<file path="src/rtl/g76_video_pkg.sv">
// Shared types and defaults for the display-side video fetch path.
package g76_video_pkg;

    localparam int VIDEO_ADDR_W = 17;
    localparam logic [VIDEO_ADDR_W-1:0] DEFAULT_BASE_ADDRESS = 17'h00000;
    localparam int DEFAULT_FRAME_BYTES = 76800;

    typedef enum logic [1:0] {
        IDLE,
        ACTIVE,
        DONE
    } fetch_state_t;

endpackage

</file>
<file path="src/rtl/video_fetcher_byte_fifo.sv">
// Synchronous byte FIFO with flush; pointers carry one extra MSB so full and empty differ.
module byte_fifo #(
    parameter int FIFO_DEPTH = 8
) (
    input  logic                          clock,
    input  logic                          reset,
    input  logic                          push,
    input  logic                          pop,
    input  logic                          flush,
    input  logic [7:0]                    pushData,
    output logic [7:0]                    headData,
    output logic                          full,
    output logic                          empty,
    output logic [$clog2(FIFO_DEPTH):0]   level
);

    localparam int AW = $clog2(FIFO_DEPTH);

    logic [7:0]  mem [FIFO_DEPTH];
    logic [AW:0] wrPtr;
    logic [AW:0] rdPtr;
    logic        writeEn;
    logic        readEn;

    assign empty    = (wrPtr == rdPtr);
    assign full     = (wrPtr[AW] != rdPtr[AW]) && (wrPtr[AW-1:0] == rdPtr[AW-1:0]);
    assign level    = wrPtr - rdPtr;
    assign headData = mem[rdPtr[AW-1:0]];

    // A push into a full FIFO is legal only when a pop frees the head slot in the same cycle.
    assign readEn  = pop && !empty && !flush;
    assign writeEn = push && (!full || readEn) && !flush;

    always_ff @(posedge clock or negedge reset) begin
        if (!reset) begin
            wrPtr <= '0;
            rdPtr <= '0;
        end else if (flush) begin
            wrPtr <= '0;
            rdPtr <= '0;
        end else begin
            // NOTE: non-blocking assignments keep every register update using pre-edge values.
            if (writeEn) wrPtr <= wrPtr + 1'b1;
            if (readEn)  rdPtr <= rdPtr + 1'b1;
        end
    end

    // NOTE: storage is deliberately not reset; occupancy is governed by the pointers alone.
    always_ff @(posedge clock) begin
        if (writeEn) mem[wrPtr[AW-1:0]] <= pushData;
    end

endmodule

</file>
<file path="src/rtl/video_fetcher.sv">
// Frame fetch sequencer: aims the arbiter's video reads, buffers returned bytes, serves the serializer.
module video_fetcher
    import g76_video_pkg::*;
#(
    parameter logic [VIDEO_ADDR_W-1:0] BASE_ADDRESS = DEFAULT_BASE_ADDRESS,
    parameter int                      FRAME_BYTES  = DEFAULT_FRAME_BYTES,
    parameter int                      FIFO_DEPTH   = 8
) (
    input  logic                          clock,
    input  logic                          reset,
    input  logic                          frameStart,
    input  logic [7:0]                    videoData,
    input  logic                          videoDataReady,
    output logic [VIDEO_ADDR_W-1:0]       videoAddress,
    input  logic                          pixelRequest,
    output logic [7:0]                    pixelData,
    output logic                          pixelValid,
    output logic [$clog2(FIFO_DEPTH):0]   fifoLevel,
    output logic                          underflow
);

    fetch_state_t            state;
    fetch_state_t            stateNext;
    logic [VIDEO_ADDR_W-1:0] byteCount;
    logic                    discardPending;
    logic                    pushByte;
    logic                    clearDiscard;
    logic                    lastByte;
    logic                    popByte;
    logic                    emptyPop;
    logic                    fifoFull;
    logic                    fifoEmpty;
    logic [7:0]              fifoHead;

    assign lastByte = (byteCount == VIDEO_ADDR_W'(FRAME_BYTES - 1));
    // A flush in the same cycle turns any request into an empty pop.
    assign popByte  = pixelRequest && !frameStart && !fifoEmpty;
    assign emptyPop = pixelRequest && !frameStart && fifoEmpty;

    byte_fifo #(
        .FIFO_DEPTH (FIFO_DEPTH)
    ) u_fifo (
        .clock    (clock),
        .reset    (reset),
        .push     (pushByte),
        .pop      (popByte),
        .flush    (frameStart),
        .pushData (videoData),
        .headData (fifoHead),
        .full     (fifoFull),
        .empty    (fifoEmpty),
        .level    (fifoLevel)
    );

    always_ff @(posedge clock or negedge reset) begin
        if (!reset) state <= IDLE;
        else        state <= stateNext;
    end

    always_comb begin
        stateNext    = state;
        pushByte     = 1'b0;
        clearDiscard = 1'b0;
        if (frameStart) begin
            stateNext = ACTIVE;
        end else if (state == ACTIVE && videoDataReady) begin
            // The first slot after a restart may have sampled a stale address.
            if (discardPending) begin
                clearDiscard = 1'b1;
            end else if (!fifoFull || popByte) begin
                pushByte = 1'b1;
                if (lastByte) stateNext = DONE;
            end
        end
    end

    always_ff @(posedge clock or negedge reset) begin
        if (!reset) begin
            videoAddress   <= BASE_ADDRESS;
            byteCount      <= '0;
            discardPending <= 1'b0;
            underflow      <= 1'b0;
        end else if (frameStart) begin
            videoAddress   <= BASE_ADDRESS;
            byteCount      <= '0;
            discardPending <= 1'b1;
            underflow      <= 1'b0;
        end else begin
            if (clearDiscard) discardPending <= 1'b0;
            // Re-aim at the frame base after the last byte so the next frame's first slot is ready.
            if (pushByte) begin
                if (lastByte) begin
                    videoAddress <= BASE_ADDRESS;
                    byteCount    <= '0;
                end else begin
                    videoAddress <= videoAddress + VIDEO_ADDR_W'(1);
                    byteCount    <= byteCount + VIDEO_ADDR_W'(1);
                end
            end
            if (emptyPop) underflow <= 1'b1;
        end
    end

    always_ff @(posedge clock or negedge reset) begin
        if (!reset) begin
            pixelData  <= 8'h00;
            pixelValid <= 1'b0;
        end else if (popByte) begin
            pixelData  <= fifoHead;
            pixelValid <= 1'b1;
        end else if (pixelRequest) begin
            pixelData  <= 8'h00;
            pixelValid <= 1'b0;
        end else begin
            pixelValid <= 1'b0;
        end
    end

endmodule

</file>
<file path="config.mk">
export PLATFORM = sky130hd
export DESIGN_NAME = video_fetcher
export DESIGN_NICKNAME = d
export VERILOG_FILES = /design/src/rtl/g76_video_pkg.sv /design/src/rtl/video_fetcher_byte_fifo.sv /design/src/rtl/video_fetcher.sv
export SDC_FILE = /design/constraint.sdc
export NUM_CORES = 1
export LEC_CHECK = 0
export BUFFER_PORTS_ARGS = -buffer_cell sky130_fd_sc_hd__clkbuf_2
export CAP_MARGIN = 0
export CORE_MARGIN = 2
export CORE_UTILIZATION = 54
export DETAILED_ROUTE_END_ITERATION = 8
export HOLD_SLACK_MARGIN = 0.03
export PLACE_DENSITY = 0.76
export SETUP_SLACK_MARGIN = 0.2
export SYNTH_ARGS = -nofsm -noshare
export SYNTH_HDL_FRONTEND = slang
export SYNTH_HIERARCHICAL = 1
export SYNTH_SLANG_ARGS = --single-unit
</file>
<file path="constraint.sdc">
create_clock -name clock -period 3.5 [get_ports clock]
set_input_delay 0.175 -clock clock [delete_from_list [all_inputs] [get_ports clock]]
set_output_delay 0.175 -clock clock [all_outputs]
set_load 0.01 [all_outputs]
</file>
==> results.json <==
{
  "start_util": 0.557,
  "final_nets": 517,
  "cp_top_family": "simple AND/OR/NAND/NOR gates",
  "r2r_slack_ps": 390,
  "power_density_nw_per_um2": 495,
  "ios": 44,
  "place_congestion": 0.937,
  "ys_seq_elements": 119,
  "slowest_delay_ps": 620,
  "dr.pass1.iters": 5,
  "ant_nets": 0,
  "clock-sinks": 119,
  "finalInstanceArea_um2": 6500,
  "worstSetupPathType": "register to register",
  "async_flop_share": 0.462,
  "layout_commonest_cell": "edfxtp_1",
  "crit_path_end": "u_fifo/mem[6][6]$_DFFE_PP_",
  "synth_edf_count": 64,
  "numCtsBuffers": 17,
  "antenna_found_initial": 0,
  "area_delta_synth_final_pct": 18.9,
  "dieArea_um2": 10900,
  "drcViolationCount": 0,
  "finalSetupViolCount": 0,
  "vias_per_cell": 5.87,
  "yosysUniqueCellTypes": 54,
  "hold_slack_ps": 168,
  "antenna_cells": 0,
  "path_max_fanout": 10,
  "final_cells": 640,
  "crit_buf_inv": 1,
  "cts_tree": "built",
  "vias": 3757,
  "synth.avg_cell_area_um2": 12.7,
  "synthDominantCellAreaShare": 0.352,
  "path_depth": 8,
  "seq_area_frac_synth": 0.603,
  "finalSetupTns_ps": 0,
  "fp-row-count": 36,
  "cts.htree.levels": 4,
  "final_max_slew_viol_count": 0,
  "synth_fp_nets": 453,
  "dp_cells": 599,
  "endpoint_kind": "register",
  "critPathLaunch": "u_fifo/rdPtr[2]$_DFFE_PN0P_",
  "die_w_um": 105,
  "clk_latency_ps": 520,
  "clkTransAtPathRegs_ps": 60,
  "finalClockSkew_ps": 7.49,
  "drt_iter0_drc": 294,
  "grt_max_degree": 35,
  "arrival_ps": 3260,
  "slew_headroom": 0.438,
  "die_h_um": 105,
  "r2r_end": "u_fifo/mem[6][6]$_DFFE_PP_",
  "power.leakage_nw": 2.46,
  "clock.fmax_mhz": 322,
  "worstMarginPinSlew_ps": 844,
  "grt_pass1_wl_um": 19700,
  "period_needed_ps": 3110,
  "hold_viol": 0,
  "finalWirelength_um": 12100,
  "worstReg2RegStart": "u_fifo/rdPtr[2]$_DFFE_PN0P_",
  "post_cts_buffers": 0,
  "routedWlPerCell_um": 18.9,
  "hold_class": "input pin to register",
  "dpl.hpwl_um": 7980,
  "crit_slowest_cell": "nor3_2",
  "synthCells": 432,
  "reg2regPathDepth": 8,
  "final_layout_size_suffix_gt1_frac": 0.223,
  "cts-root-buf": "clkbuf_8",
  "syn_area_um2": 5470,
  "first_global_vias": 3790,
  "worstSetupStartpointType": "register",
  "finalCritPeriodShare": 0.888,
  "status": "finished clean",
  "cp_cell_sequence": "inv_2 -> ha_1 -> nand3_2 -> nor2_1 -> nor3b_2 -> o211a_1 -> nand2_1 -> nor3_2",
  "placed_area_um2": 5840,
  "yosysWarnings": 6,
  "buffer_ports.inserted": 43,
  "synth_top_area_cell": "edfxtp_1",
  "rsz0062_at_grt": "true",
  "drv_cap": 0,
  "synth_flop_cell": "edfxtp_1",
  "worstPathRequired_ps": 3650,
  "synth_area_leaders": "edfxtp_1, dfrtp_1, mux4_2",
  "coreArea_um2": 9820,
  "clk_path_buf_depth": 2,
  "track_usage": 0.239,
  "peakVddDrop_uv": 432,
  "overflow": 0,
  "final_cell_mix": "edfxtp_1, dfrtp_1, nand2_1, clkbuf_2, a21oi_1",
  "fill_cells": 737
}
-- flip-flops by register name, indices dropped and copies added (netlist names) --
register        count
byteCount          17
discardPending      1
pixelData           8
pixelValid          1
state               2
u_fifo/mem         64
u_fifo/rdPtr        4
u_fifo/wrPtr        4
underflow           1
videoAddress       17
-- stage by stage --
step	util	setup slack (ps)	total power [mW]
5_1_grt	0.662	179	3.31
6_report	0.662	394	3.21
3_3_place_gp	0.594	625	1.62
4_1_cts	0.662	442	3.23
2_1_floorplan	-	166	1.57
3_5_place_dp	0.594	488	1.62
-- worst register-to-register path: stages, from the launching register on --
cell     delay (ps)
dfrtp_1         500
inv_2           150
ha_1            360
nand3_2         230
nor2_1          150
nor3b_2         210
o211a_1         360
nand2_1         160
nor3_2          620
-- cell type report --
| type | count | area [um2] | area share |
|---|---|---|---|
| sequential | 119 | 3300 | 0.508 |
| multi-input combinational | 272 | 2010 | 0.309 |
| clock buffer | 17 | 414 | 0.0637 |
| timing repair buffer | 62 | 385 | 0.0593 |
| tap | 133 | 166 | 0.0256 |
| clock inverter | 13 | 135 | 0.0208 |
| inverter | 24 | 90.1 | 0.0139 |
-- worst min path at each step --
| stage | slack (ps) | start | cells past startpoint | to |
|---|---|---|---|---|
| 6_report | 170 | frameStart | 2 | u_fifo/rdPtr[1]$_DFFE_PN0P_ |
| 5_1_grt | 180 | frameStart | 2 | state[1]$_DFFE_PN0P_ |
| 4_1_cts | 160 | frameStart | 2 | u_fifo/rdPtr[1]$_DFFE_PN0P_ |
| 3_5_place_dp | 310 | reset | 1 | videoAddress[15]$_DFFE_PN0P_ |
| 3_3_place_gp | 320 | reset | 1 | videoAddress[16]$_DFFE_PN0P_ |
| 2_1_floorplan | -120 | reset | 0 | byteCount[0]$_DFFE_PN0P_ |
-- where the power goes --
group | internal (mW) | leakage (nW) | switching [mW] | total (mW)
Combinational | 0.0329 | 0.868 | 0.0717 | 0.105
Sequential | 1.49 | 1.33 | 0.00853 | 1.50
Clock | 0.998 | 0.260 | 0.616 | 1.61
-- kinds of logic (layout without fill, tap and decap cells) --
| family | count (synthesis) | in the layout | share of synthesized area |
|---|---|---|---|
| buf+inv | 41 | 116 | 0.0321 |
| mux | 18 | 18 | 0.0696 |
| compound gates | 93 | 93 | 0.114 |
| simple gates | 141 | 141 | 0.141 |
| flops | 119 | 119 | 0.603 |
| fa+ha+maj | 8 | 8 | 0.0197 |
| xor+xnor | 12 | 12 | 0.0206 |
-- repair_timing --
item / 4_1_cts / 5_1_grt
setup endpoints to repair: 0 / 25
resized for setup: 0 / 1
hold buffers: 11 / 0
endpoints found under the hold margin: 104 / 0
-- cells in the mapped netlist, drive strengths merged, types with 5 or more instances --
cell / number
nor2: 19
nand2: 49
or4: 14
and4: 5
a21oi: 30
o31ai: 15
nand4: 10
xnor2: 7
edfxtp: 64
ha: 7
buf: 14
mux4: 16
or3: 15
dfrtp: 55
xor2: 5
nand3: 10
inv: 24
o21ai: 29
-- metal layers --
metal	wire, um	up-vias	GRT usage
met5	0	-	0
met4	257	0	0.0943
met3	600	26	0.0636
met2	6230	129	0.406
met1	4990	1833	0.293
li1	-	1769	-
Note: power is estimated with default switching activity, not from simulation.
